===== config.mk =====
export PLATFORM = sky130hd
export DESIGN_NAME = fwd_sel_ctrl_flat
export DESIGN_NICKNAME = d
export VERILOG_FILES = /design/src/rtl/fwd_sel_if.sv /design/src/rtl/fwd_sel_ctrl.sv /design/src/flat_wrapper.sv
export SDC_FILE = /design/constraint.sdc
export NUM_CORES = 1
export LEC_CHECK = 0
export ABC_AREA = 0
export BUFFER_PORTS_ARGS = -buffer_cell sky130_fd_sc_hd__buf_2
export CAP_MARGIN = 20
export CORE_MARGIN = 5
export CORE_UTILIZATION = 51
export CTS_BUF_LIST = sky130_fd_sc_hd__clkbuf_4 sky130_fd_sc_hd__clkbuf_8
export DETAILED_ROUTE_END_ITERATION = 10
export PLACE_DENSITY = 0.84
export SKIP_CTS_REPAIR_TIMING = 1
export SLEW_MARGIN = 20
export SYNTH_ARGS = -nofsm -noshare
export SYNTH_HDL_FRONTEND = slang
export SYNTH_SLANG_ARGS = --single-unit

===== constraint.sdc =====
create_clock -name clk -period 2 [get_ports clk]
set_clock_uncertainty 0.2 [all_clocks]
set_input_delay 0.2 -clock clk [delete_from_list [all_inputs] [get_ports clk]]
set_output_delay 0.2 -clock clk [all_outputs]
set_load 0.1 [all_outputs]

===== src/rtl/fwd_sel_if.sv =====
// Bundle between the ID stage / hazard logic and the EX-stage forwarding select control.
// Valid/ready note: there is no backpressure here; an ID instruction is accepted on a clock edge exactly when id_valid=1, stall=0 and flush=0.
interface fwd_sel_if #(
  parameter int NREG_BITS = 5
);
  logic                 stall;
  logic                 flush;
  logic                 id_valid;
  logic [NREG_BITS-1:0] id_rs;
  logic [NREG_BITS-1:0] id_rt;
  logic [NREG_BITS-1:0] id_rd;
  logic                 id_regwrite;
  logic                 id_memread;
  logic [1:0]           sel_a;
  logic [1:0]           sel_b;
  logic                 load_use;

  modport master (
    output stall, flush, id_valid, id_rs, id_rt, id_rd, id_regwrite, id_memread,
    input  sel_a, sel_b, load_use
  );

  modport slave (
    input  stall, flush, id_valid, id_rs, id_rt, id_rd, id_regwrite, id_memread,
    output sel_a, sel_b, load_use
  );
endinterface


===== src/rtl/fwd_sel_ctrl.sv =====
// EX-stage operand forwarding select generator with load-use hazard detection.
// Tracks the destination registers of the instructions in EX and MEM; selects are registered.
module fwd_sel_ctrl #(
  parameter int NREG_BITS = 5,
  parameter int FWD_EN    = 1
) (
  input logic        clk,
  input logic        reset,
  fwd_sel_if.slave   bus
);

  localparam logic FWD_ON = (FWD_EN != 0);

  logic [NREG_BITS-1:0] ex_rd_q,  ex_rd_d;
  logic                 ex_we_q,  ex_we_d;
  logic                 ex_ld_q,  ex_ld_d;
  logic [NREG_BITS-1:0] mem_rd_q, mem_rd_d;
  logic                 mem_we_q, mem_we_d;
  logic [1:0]           sel_a_q,  sel_a_d;
  logic [1:0]           sel_b_q,  sel_b_d;
  logic                 advance;

  // Newest producer (EX) wins over MEM; $0 is hard-wired and never forwarded.
  function automatic logic [1:0] fwd_sel(
    input logic [NREG_BITS-1:0] src,
    input logic                 ex_we,
    input logic [NREG_BITS-1:0] ex_rd,
    input logic                 mem_we,
    input logic [NREG_BITS-1:0] mem_rd
  );
    logic [1:0] sel;
    sel = 2'b00;
    if (src != '0) begin
      if (ex_we && (ex_rd == src))
        sel = 2'b10;
      else if (mem_we && (mem_rd == src))
        sel = 2'b01;
    end
    return sel;
  endfunction

  always_comb begin
    advance  = bus.id_valid && !bus.stall && !bus.flush;
    ex_rd_d  = '0;
    ex_we_d  = 1'b0;
    ex_ld_d  = 1'b0;
    sel_a_d  = 2'b00;
    sel_b_d  = 2'b00;
    // MEM always takes whatever was in EX, including a bubble.
    mem_rd_d = ex_rd_q;
    mem_we_d = ex_we_q;
    if (advance) begin
      ex_rd_d = bus.id_rd;
      ex_we_d = bus.id_regwrite;
      ex_ld_d = bus.id_memread;
      if (FWD_ON) begin
        sel_a_d = fwd_sel(bus.id_rs, ex_we_q, ex_rd_q, mem_we_q, mem_rd_q);
        sel_b_d = fwd_sel(bus.id_rt, ex_we_q, ex_rd_q, mem_we_q, mem_rd_q);
      end
    end
  end

  always_ff @(posedge clk or posedge reset) begin
    if (reset) begin
      ex_rd_q  <= '0;
      ex_we_q  <= 1'b0;
      ex_ld_q  <= 1'b0;
      mem_rd_q <= '0;
      mem_we_q <= 1'b0;
      sel_a_q  <= 2'b00;
      sel_b_q  <= 2'b00;
    end else begin
      ex_rd_q  <= ex_rd_d;
      ex_we_q  <= ex_we_d;
      ex_ld_q  <= ex_ld_d;
      mem_rd_q <= mem_rd_d;
      mem_we_q <= mem_we_d;
      sel_a_q  <= sel_a_d;
      sel_b_q  <= sel_b_d;
    end
  end

  assign bus.sel_a    = sel_a_q;
  assign bus.sel_b    = sel_b_q;
  // Load in EX cannot forward its data in time; external hazard logic stalls on this.
  assign bus.load_use = ex_ld_q && ex_we_q && (ex_rd_q != '0) && bus.id_valid &&
                        ((ex_rd_q == bus.id_rs) || (ex_rd_q == bus.id_rt));

endmodule


===== src/flat_wrapper.sv =====
// flat-port wrapper written by rule: the top's interface ports become plain ports
module fwd_sel_ctrl_flat 
#(
  parameter int NREG_BITS = 5,
  parameter int FWD_EN    = 1
)
  (clk, reset, bus_stall, bus_flush, bus_id_valid, bus_id_rs, bus_id_rt, bus_id_rd, bus_id_regwrite, bus_id_memread, bus_sel_a, bus_sel_b, bus_load_use);
  fwd_sel_if #(.NREG_BITS(NREG_BITS)) bus_i ();
  input logic clk;
  input logic reset;
  input wire logic [$bits(bus_i.stall)-1:0] bus_stall;
  input wire logic [$bits(bus_i.flush)-1:0] bus_flush;
  input wire logic [$bits(bus_i.id_valid)-1:0] bus_id_valid;
  input wire logic [$bits(bus_i.id_rs)-1:0] bus_id_rs;
  input wire logic [$bits(bus_i.id_rt)-1:0] bus_id_rt;
  input wire logic [$bits(bus_i.id_rd)-1:0] bus_id_rd;
  input wire logic [$bits(bus_i.id_regwrite)-1:0] bus_id_regwrite;
  input wire logic [$bits(bus_i.id_memread)-1:0] bus_id_memread;
  output wire logic [$bits(bus_i.sel_a)-1:0] bus_sel_a;
  output wire logic [$bits(bus_i.sel_b)-1:0] bus_sel_b;
  output wire logic [$bits(bus_i.load_use)-1:0] bus_load_use;
  assign bus_i.stall = bus_stall;
  assign bus_i.flush = bus_flush;
  assign bus_i.id_valid = bus_id_valid;
  assign bus_i.id_rs = bus_id_rs;
  assign bus_i.id_rt = bus_id_rt;
  assign bus_i.id_rd = bus_id_rd;
  assign bus_i.id_regwrite = bus_id_regwrite;
  assign bus_i.id_memread = bus_id_memread;
  assign bus_sel_a = bus_i.sel_a;
  assign bus_sel_b = bus_i.sel_b;
  assign bus_load_use = bus_i.load_use;
  fwd_sel_ctrl #(.NREG_BITS(NREG_BITS), .FWD_EN(FWD_EN)) u_core (.clk(clk), .reset(reset), .bus(bus_i));
endmodule

Yosys cells after proc, flatten, opt, wreduce, memory -nomap -nowiden
Cells that the tools add are included.
{"block": "classes", "n_mux": 11, "n_reduce_logical": 16, "n_eq_ne": 4}
{"op": "$eq 5x5->1", "count": 4}
{"op": "$reduce_bool 5->1", "count": 3}
{"op": "$mux 2", "count": 6}
{"op": "$logic_and 1x1->1", "count": 10}
{"op": "$mux 5", "count": 1}
{"op": "$mux 1", "count": 4}
{"op": "$logic_not 1->1", "count": 2}
{"op": "$logic_or 1x1->1", "count": 1}
{"block": "totals", "word_cells": 38, "regBits": 17, "out_inout_bits": 5}

Logic depth before layout (Yosys ltp)
Gate-level depths: netlist of run 1.
{"block": "logic_depth", "ltp_word": 6, "depth_mapped": 4, "depth_no_buf": 4}

Worst setup path before layout of run 1
Ideal clock, no wire load.
{"block": "synth_timing", "path_type": "reg-to-output", "start": "reg u_core.ex_rd_q[3]", "end": "out bus_load_use", "slack_ns": -0.611, "path_stages_with_launch": 5, "required_ns": 1.600, "arrival_ns": 2.211, "n_path_buf": 0, "path_cell_list": "dfrtp_1 > xor2_1 > nor4_4 > a22oi_1 > a211oi_2"}
{"block": "synth_via", "elab_chain_len": 4}
{"element": "start, declared", "line_no": "fwd_sel_ctrl.sv:14", "source": "logic [NREG_BITS-1:0] ex_rd_q, ex_rd_d;"}
{"element": "start signal, assigned", "line_no": "fwd_sel_ctrl.sv:73", "source": "ex_rd_q <= ex_rd_d;"}
{"element": "$reduce_bool 5->1", "line_no": "fwd_sel_ctrl.sv:86", "source": "assign bus.load_use = ex_ld_q && ex_we_q && (ex_rd_q != '0) && bus.id_valid &&"}
{"element": "$logic_and 1x1->1 (2 in series)", "line_no": "fwd_sel_ctrl.sv:86"}
{"element": "$logic_and 1x1->1 (*)", "line_no": "fwd_sel_ctrl.sv:86"}
{"element": "end, declared", "line_no": "flat_wrapper.sv:21", "source": "output wire logic [$bits(bus_i.load_use)-1:0] bus_load_use;"}
Mark *: on every way between the ends. The rest lies on a longest branch, timed or not.

Worst setup path after layout of run 1
Same ends and word-level chain as after synthesis.

==> PnR_summary.wiki, run 1 <==
{| class="wikitable"
! Metric !! Value
|-
| Clock tree from TritonCTS || built
|-
| Post-detail-place hpwl || between 1000 and 1500 microns
|-
| DRT Pass-1 Iters || 4
|-
| Register area || 425.4 sq um
|-
| Max-slew violation count || 0
|-
| DR vias || 637
|-
| Number of top-level pins || 27
|-
| Wire length on met1 || 671 microns
|-
| Portion of the post-synthesis area used by sequential elements || 0.5255
|-
| Gr usage total || 0.1429
|-
| Routed via count divided by cell count || 5.221
|-
| Final worst setup slack || -182.0 ps
|-
| Routed length per placed instance || 13.67 microns
|-
| Slew HR || 0.5804
|-
| Vias in the first global route || 670
|-
| Cells after DPL || 110
|-
| Number of nets in the final layout || about 130
|-
| CP required || 1600 ps
|-
| Layout cell share with drive strength beyond 1 || 0.3302
|-
| Depth of the worst register-to-register path || 4
|-
| Final critical-path required period || 2182 ps
|-
| Cell count of the worst hold path || 3
|-
| Pre-CTS setup slack || approximately 120 ps
|-
| Cell Count, Final, Fillers Out || 122
|-
| Site Rows || 14
|-
| Class of the tightest hold or removal check || in2reg
|-
| Final Hold Vio Count || 0
|-
| Startpoint of the most critical register-to-register path || u_core.mem_rd_q[2]
|-
| Clock network latency to the later pin of the worst-skew pair || 290 ps
|-
| DR WL met2 || 846 microns
|-
| Power per cell area || 582.9 nW/um^2
|-
| Slack of the worst reg-to-reg path || 420 ps
|-
| Fin crit share || 1.091
|-
| Synthesized netlist cell count || 68
|-
| Cell area after technology mapping || 809.5 sq um
|-
| Area of combinational cells with multiple inputs || 391.6 sq um
|-
| Met3 wire len || 116 microns
|-
| WHS Endpoint || u_core.bus.sel_b[1]
|-
| Total clock buffers created by CTS || 3
|-
| Startpoint of the most critical setup path || u_core.ex_rd_q[3]
|-
| Endpoint kind of the worst setup timing path || output pin
|-
| Uppermost layer routed || met4
|-
| CP Max Fanout || 4
|-
| Most used cells in the layout excluding fill and tap cells || 25 x sky130_fd_sc_hd__buf_2, 17 x sky130_fd_sc_hd__dfrtp_1, 13 x sky130_fd_sc_hd__xor2_1
|-
| Layout overhead on the synthesized area || 36.32%
|-
| Max-cap violation count || 0
|-
| Endpoint of the most critical register-to-register path || u_core.bus.sel_b[0]
|-
| Full die area || 2484 sq um
|-
| Port Buf Inserts || 26
|-
| Run status || finished with violations
|-
| DRC Markers || 0
|-
| Highest Clock Rate || 458.3 MHz
|-
| Worst-case hold slack || 44.90 ps
|-
| Initial standard-cell utilization of the core || 0.5374
|-
| Kind of critical path || reg2out
|-
| Leakage Power || 0.5386 nW
|-
| Synth top area cells || sky130_fd_sc_hd__dfrtp_1 53%, sky130_fd_sc_hd__xor2_1 14%, sky130_fd_sc_hd__and2_1 5.4%
|-
| Iteration-0 DRC count of the detailed router || 10
|-
| Arrival time worst endpoint || 1780 ps
|-
| Buffer cell driving the clock tree root || sky130_fd_sc_hd__clkbuf_4
|-
| Violated checks || negative setup slack
|-
| Startpoint of the most critical hold path || bus_id_rt[0]
|-
| Area fraction of the dominant cell type after synthesis || 0.5255
|-
| Yosys top cell by area || sky130_fd_sc_hd__dfrtp_1
|-
| Count of final setup violators || 1
|-
| Count of unique library cells instantiated by Yosys || 18
|-
| Antenna Nets Post-Route || 0
|-
| Leading cell type in the layout, fill and taps excluded || sky130_fd_sc_hd__buf_2
|-
| Startpoint Class || register
|-
| Global placer's final weighted congestion || 0.8544
|-
| Slew at the pin closest to its max-slew limit || 628.7 ps
|-
| Global route total overflow || 0
|-
| Post-detailed-routing wire length || ~1700 microns
|-
| Worst-case vdd ir drop || around 360 uV
|-
| Number of levels the H-tree was split into || 1
|-
| Number of warnings reported in the yosys synthesis log || 0
|-
| Clock input transition at the sequential cells of the worst setup and hold paths || 100 ps
|-
| Antenna violations before repair || 0
|-
| Synth Net Count || 90
|-
| Mean instance size in the synthesized netlist || 11.90 sq um
|-
| Unrepaired setup endpoints after global routing || true
|-
| Die X-Extent || ~50 microns
|-
| Largest net degree at the start of global routing || 18
|-
| Placeable core region || between 1500 and 2000 sq um
|-
| Die Ht || between 40 and 50 microns
|-
| Total Neg Setup Slack || -182.0 ps
|-
| Count of clock tree sinks || 17
|-
| Synthesis-stage register bit count || 17
|-
| Count of filler cells inserted in the layout || 116
|-
| Wire length of the first global-routing pass || 2746 microns
|-
| Antenna diode count || 0
|-
| CTS Buffer Depth || 2
|}
## metrics by stage
stage,cell area (sq um),total power [W],utilization
after floorplan,817.0,0.0004059,-
after global placement,982.2,0.0004404,0.6520
after global routing,1104,0.0006787,0.7326
after CTS,1012,0.0006399,0.6719
final,1104,0.0006433,0.7326
after detailed placement,982.2,0.0004424,0.6520
## critical path, stage by stage (launching register included)
cell	delay, ps
sky130_fd_sc_hd__dfrtp_1	440
sky130_fd_sc_hd__xor2_1	180
sky130_fd_sc_hd__nor4_4	310
sky130_fd_sc_hd__a22oi_2	140
sky130_fd_sc_hd__a211oi_4	220
sky130_fd_sc_hd__buf_12	210
## cell usage after synthesis
cell	n
sky130_fd_sc_hd__dfrtp_1	17
sky130_fd_sc_hd__nor3b_2	1
sky130_fd_sc_hd__nand3_1	5
sky130_fd_sc_hd__a221oi_1	1
sky130_fd_sc_hd__o2111a_1	1
sky130_fd_sc_hd__nor2_1	2
sky130_fd_sc_hd__nand2b_1	1
sky130_fd_sc_hd__a22oi_1	1
sky130_fd_sc_hd__xor2_1	13
sky130_fd_sc_hd__a211oi_2	1
sky130_fd_sc_hd__inv_1	3
sky130_fd_sc_hd__nor4_1	3
sky130_fd_sc_hd__nor3b_1	2
sky130_fd_sc_hd__and2_1	7
sky130_fd_sc_hd__or4_1	2
sky130_fd_sc_hd__nor4_4	1
sky130_fd_sc_hd__xnor2_1	5
sky130_fd_sc_hd__o21ai_1	2
## sequential cells by signal, indices dropped and copies added (netlist names)
| signal | cells |
|---|---|
| u_core.bus.sel_b | 2 |
| u_core.ex_rd_q | 5 |
| u_core.bus.sel_a | 2 |
| u_core.mem_we_q | 1 |
| u_core.ex_we_q | 1 |
| u_core.mem_rd_q | 5 |
| u_core.ex_ld_q | 1 |
## kinds of logic after synthesis
kind of cell              Yosys count  share of synthesized area
and+or+nand+nor                    24                     0.2040
xor gates and xnor gates           18                     0.1947
DFF                                17                     0.5255
AOI/OAI and AO/OA                   6                    0.06183
buffers and inverters               3                    0.01391
## worst max path at each step
stage / end / slack [ps] / cells after the start
2_1_floorplan: bus_load_use / -220 / 4
3_3_place_gp: bus_load_use / 150 / 5
3_5_place_dp: bus_load_use / 120 / 5
4_1_cts: bus_load_use / -220 / 5
5_1_grt: bus_load_use / -320 / 5
6_report: bus_load_use / -180 / 5
## area by class of cell
type                    count  area share
clock buffers               4     0.02721
inverters                   3     0.01020
multi-input cells          48      0.3549
flip-flops and latches     17      0.3855
well taps                  16     0.01814
repair buffers             34      0.2041
## power breakdown
group	total [W]	internal [W]	switching, W	leakage, nW
sequential	0.000357	0.000350	0.00000680	0.234
clock	0.000193	0.0000910	0.000102	0.0184
combinational	0.0000930	0.0000475	0.0000455	0.286
total	0.000643	0.000489	0.000155	0.539
## routing by layer
metal,vias to the layer above,GRT usage
li1,311,-
met5,-,0
met3,5,0.04217
met1,295,0.1612
met2,26,0.2500
met4,0,0.05240
No activity file was read; power rests on OpenSTA's default activity.
==> run 2, diff against run 1 <==
CORE_UTILIZATION = 46   (was 51)
PLACE_DENSITY = 0.8   (was 0.84)
clock period = 1.9 ns   (was 2 ns; I/O delays follow)
==> run 2 against run 1 <==
  * The run still ends with negative setup slack left
  * Final area rose by 2.5%
  * Final cell count rose by 8.2%
  * Routed wire length fell by 3.2%
  * Critical path depth did not move
  * Combinational power rose by 9.7%
  * Global-route usage fell by 0.58 points
  * Worst setup slack got worse by 110 ps
  * Die area rose by 8.6%
  * Hold slack got worse by 3.4 ps
  * First-iteration DRC count fell by 50%
  * Register-to-register slack got worse by 100 ps
  * Clock power barely moved
  * Largest cell class unchanged
  * Largest power group unchanged
  * Highest routed layer unchanged
==> PnR_summary.wiki, run 2 (same netlist as run 1, synthesis figures left out) <==
{| class="wikitable"
! Metric !! Value
|-
| Run status || finished with violations
|-
| Violated checks || negative setup slack
|-
| Startpoint of the most critical register-to-register path || u_core.ex_rd_q[3]
|-
| Cells after DPL || 120 (+9.1%)
|-
| Worst-case vdd ir drop || 383.0 uV (+6.1%)
|-
| Power per cell area || 594.4 nW/um^2 (+2.0%)
|-
| Antenna violations before repair || 0 (unchanged)
|-
| Antenna Nets Post-Route || 0 (unchanged)
|-
| Number of nets in the final layout || 130 (+0.78%)
|-
| Startpoint of the most critical hold path || bus_id_rt[0]
|-
| Clock input transition at the sequential cells of the worst setup and hold paths || 90 ps (about the same)
|-
| Cell count of the worst hold path || 3 (unchanged)
|-
| Initial standard-cell utilization of the core || 0.4740 (-0.06338)
|-
| Count of final setup violators || 1 (unchanged)
|-
| Die X-Extent || 51.95 microns (+4.2%)
|-
| Endpoint kind of the worst setup timing path || output pin
|-
| Global route total overflow || 0 (unchanged)
|-
| Post-detailed-routing wire length || 1615 microns (-3.2%)
|-
| Placeable core region || 1708 sq um (+13%)
|-
| Die Ht || 51.95 microns (+4.2%)
|-
| Wire length of the first global-routing pass || 2615 microns (-4.8%)
|-
| Slack of the worst reg-to-reg path || 320 ps (-100 ps)
|-
| CP Max Fanout || 4 (unchanged)
|-
| Total clock buffers created by CTS || 3 (unchanged)
|-
| CTS Buffer Depth || 2 (unchanged)
|-
| Arrival time worst endpoint || 1800 ps (+20 ps)
|-
| Depth of the worst register-to-register path || 4 (unchanged)
|-
| DRC Markers || 0 (unchanged)
|-
| Post-detail-place hpwl || 1288 microns (+0.21%)
|-
| Leakage Power || 0.5422 nW (+0.68%)
|-
| Vias in the first global route || 617 (-7.9%)
|-
| Max-cap violation count || 0 (unchanged)
|-
| Max-slew violation count || 0 (unchanged)
|-
| Final worst setup slack || -289.6 ps (-107.6 ps)
|-
| Layout overhead on the synthesized area || 39.72%
|-
| Clock tree from TritonCTS || built
|-
| Count of clock tree sinks || 17 (unchanged)
|-
| Full die area || 2699 sq um (+8.6%)
|-
| Cell family with most CP delay || flip-flops
|-
| Startpoint Class || register
|-
| Final critical-path required period || 2190 ps
|-
| Layout cell share with drive strength beyond 1 || 0.3551 (+0.02495)
|-
| Slew HR || 0.6051 (+0.02474)
|-
| Leading cell type in the layout, fill and taps excluded || sky130_fd_sc_hd__buf_2
|-
| CP required || 1510 ps (-90 ps)
|-
| Routed via count divided by cell count || 4.826 (-7.6%)
|-
| Fin crit share || 1.152
|-
| Routed length per placed instance || 12.23 microns (-11%)
|-
| Number of levels the H-tree was split into || 1 (unchanged)
|-
| Gr usage total || 0.1371 (-0.005804)
|-
| Buf/Inv on CP || 1 (unchanged)
|-
| Biggest regs || u_core.ex_rd_q (5), u_core.mem_rd_q (5)
|-
| CP Cell Sequence || xor2_2, nor4_4, a22oi_2, a211oi_4, buf_12
|-
| Global placer's final weighted congestion || 0.8407 (-1.6%)
|-
| Slew at the pin closest to its max-slew limit || 591.6 ps (-37.07 ps)
|-
| Number of top-level pins || 27 (unchanged)
|-
| Endpoint of the most critical register-to-register path || u_core.bus.sel_b[0]
|-
| Antenna diode count || 0 (unchanged)
|-
| Iteration-0 DRC count of the detailed router || 5 (-5)
|-
| Clock network latency to the later pin of the worst-skew pair || 280 ps (about the same)
|-
| Largest net degree at the start of global routing || 18 (unchanged)
|-
| Final Hold Vio Count || 0 (unchanged)
|-
| DRT Pass-1 Iters || 5 (+1)
|-
| Highest Clock Rate || 456.7 MHz
|-
| Class of the tightest hold or removal check || in2reg
|-
| Unrepaired setup endpoints after global routing || true
|-
| Kind of critical path || reg2out
|-
| Most used cells in the layout excluding fill and tap cells || 25 x sky130_fd_sc_hd__buf_2, 16 x sky130_fd_sc_hd__dfrtp_1, 12 x sky130_fd_sc_hd__xor2_1
|-
| DR vias || 637 (unchanged)
|-
| Cell Count, Final, Fillers Out || 132 (+8.2%)
|-
| Buffer cell driving the clock tree root || sky130_fd_sc_hd__clkbuf_4
|-
| Site Rows || 15 (+1)
|-
| WHS Endpoint || u_core.bus.sel_b[1]
|-
| Pre-CTS setup slack || 0.1185 ps (-115.9 ps)
|-
| Port Buf Inserts || 26 (unchanged)
|-
| Critical-path top delay cell || sky130_fd_sc_hd__dfrtp_2
|-
| Longest individual stage delay on the worst path || 460 ps (+20 ps)
|}
run 2: area by class of cell:
| class | instances | area [sq um] |
|---|---|---|
| timing repair buffer | 35 | 232.7 |
| sequential | 17 | 426.7 |
| fill | 133 | 576.8 |
| tap | 25 | 31.28 |
| clock buffer | 4 | 30.03 |
| inverter | 3 | 11.26 |
| multi-input combinational | 48 | 399.1 |
run 2: how the worst max path moves through the flow:
| stage | depth (start not counted) | from | endpoint | slack (ps) |
|---|---|---|---|---|
| floorplan | 4 | u_core.ex_rd_q[3] | bus_load_use | -310 |
| global placement | 5 | u_core.ex_rd_q[3] | bus_load_use | 60 |
| detailed placement | 5 | u_core.ex_rd_q[3] | bus_load_use | 0.1 |
| CTS | 5 | u_core.ex_rd_q[3] | bus_load_use | -330 |
| global route | 5 | u_core.ex_rd_q[3] | bus_load_use | -390 |
| finish | 5 | u_core.ex_rd_q[3] | bus_load_use | -290 |
run 2: report_power, final:
part / internal [W] / switching, W
combinational: 0.0000526 / 0.0000491
clock: 0.0000956 / 0.0000994
sequential: 0.000369 / 0.00000697
run 2: per-stage QoR:
step	cell area (sq um)	util	setup TNS (ps)	power (W)	hold slack [ps]
after CTS	1031	0.6037	-330.4	0.0006663	-220.3
after floorplan	817.0	-	-308.0	0.0004273	-83.93
after global placement	1001	0.5861	0	0.0004664	85.23
after detailed placement	1001	0.5861	0	0.0004691	92.93
final	1131	0.6623	-289.6	0.0006724	41.53
after global routing	1131	0.6623	-391.9	0.0007163	57.03
run 2: per-layer routing:
metal	share of wire	GRT usage
met2	0.53	0.2259
met5	0	0
met3	0.088	0.04298
met1	0.35	0.1488
met4	0.028	0.09170
run 2: worst min-delay path, stage by stage:
cell,delay [ps]
sky130_fd_sc_hd__buf_2,110
sky130_fd_sc_hd__o21ai_1,90
sky130_fd_sc_hd__nor2_1,80
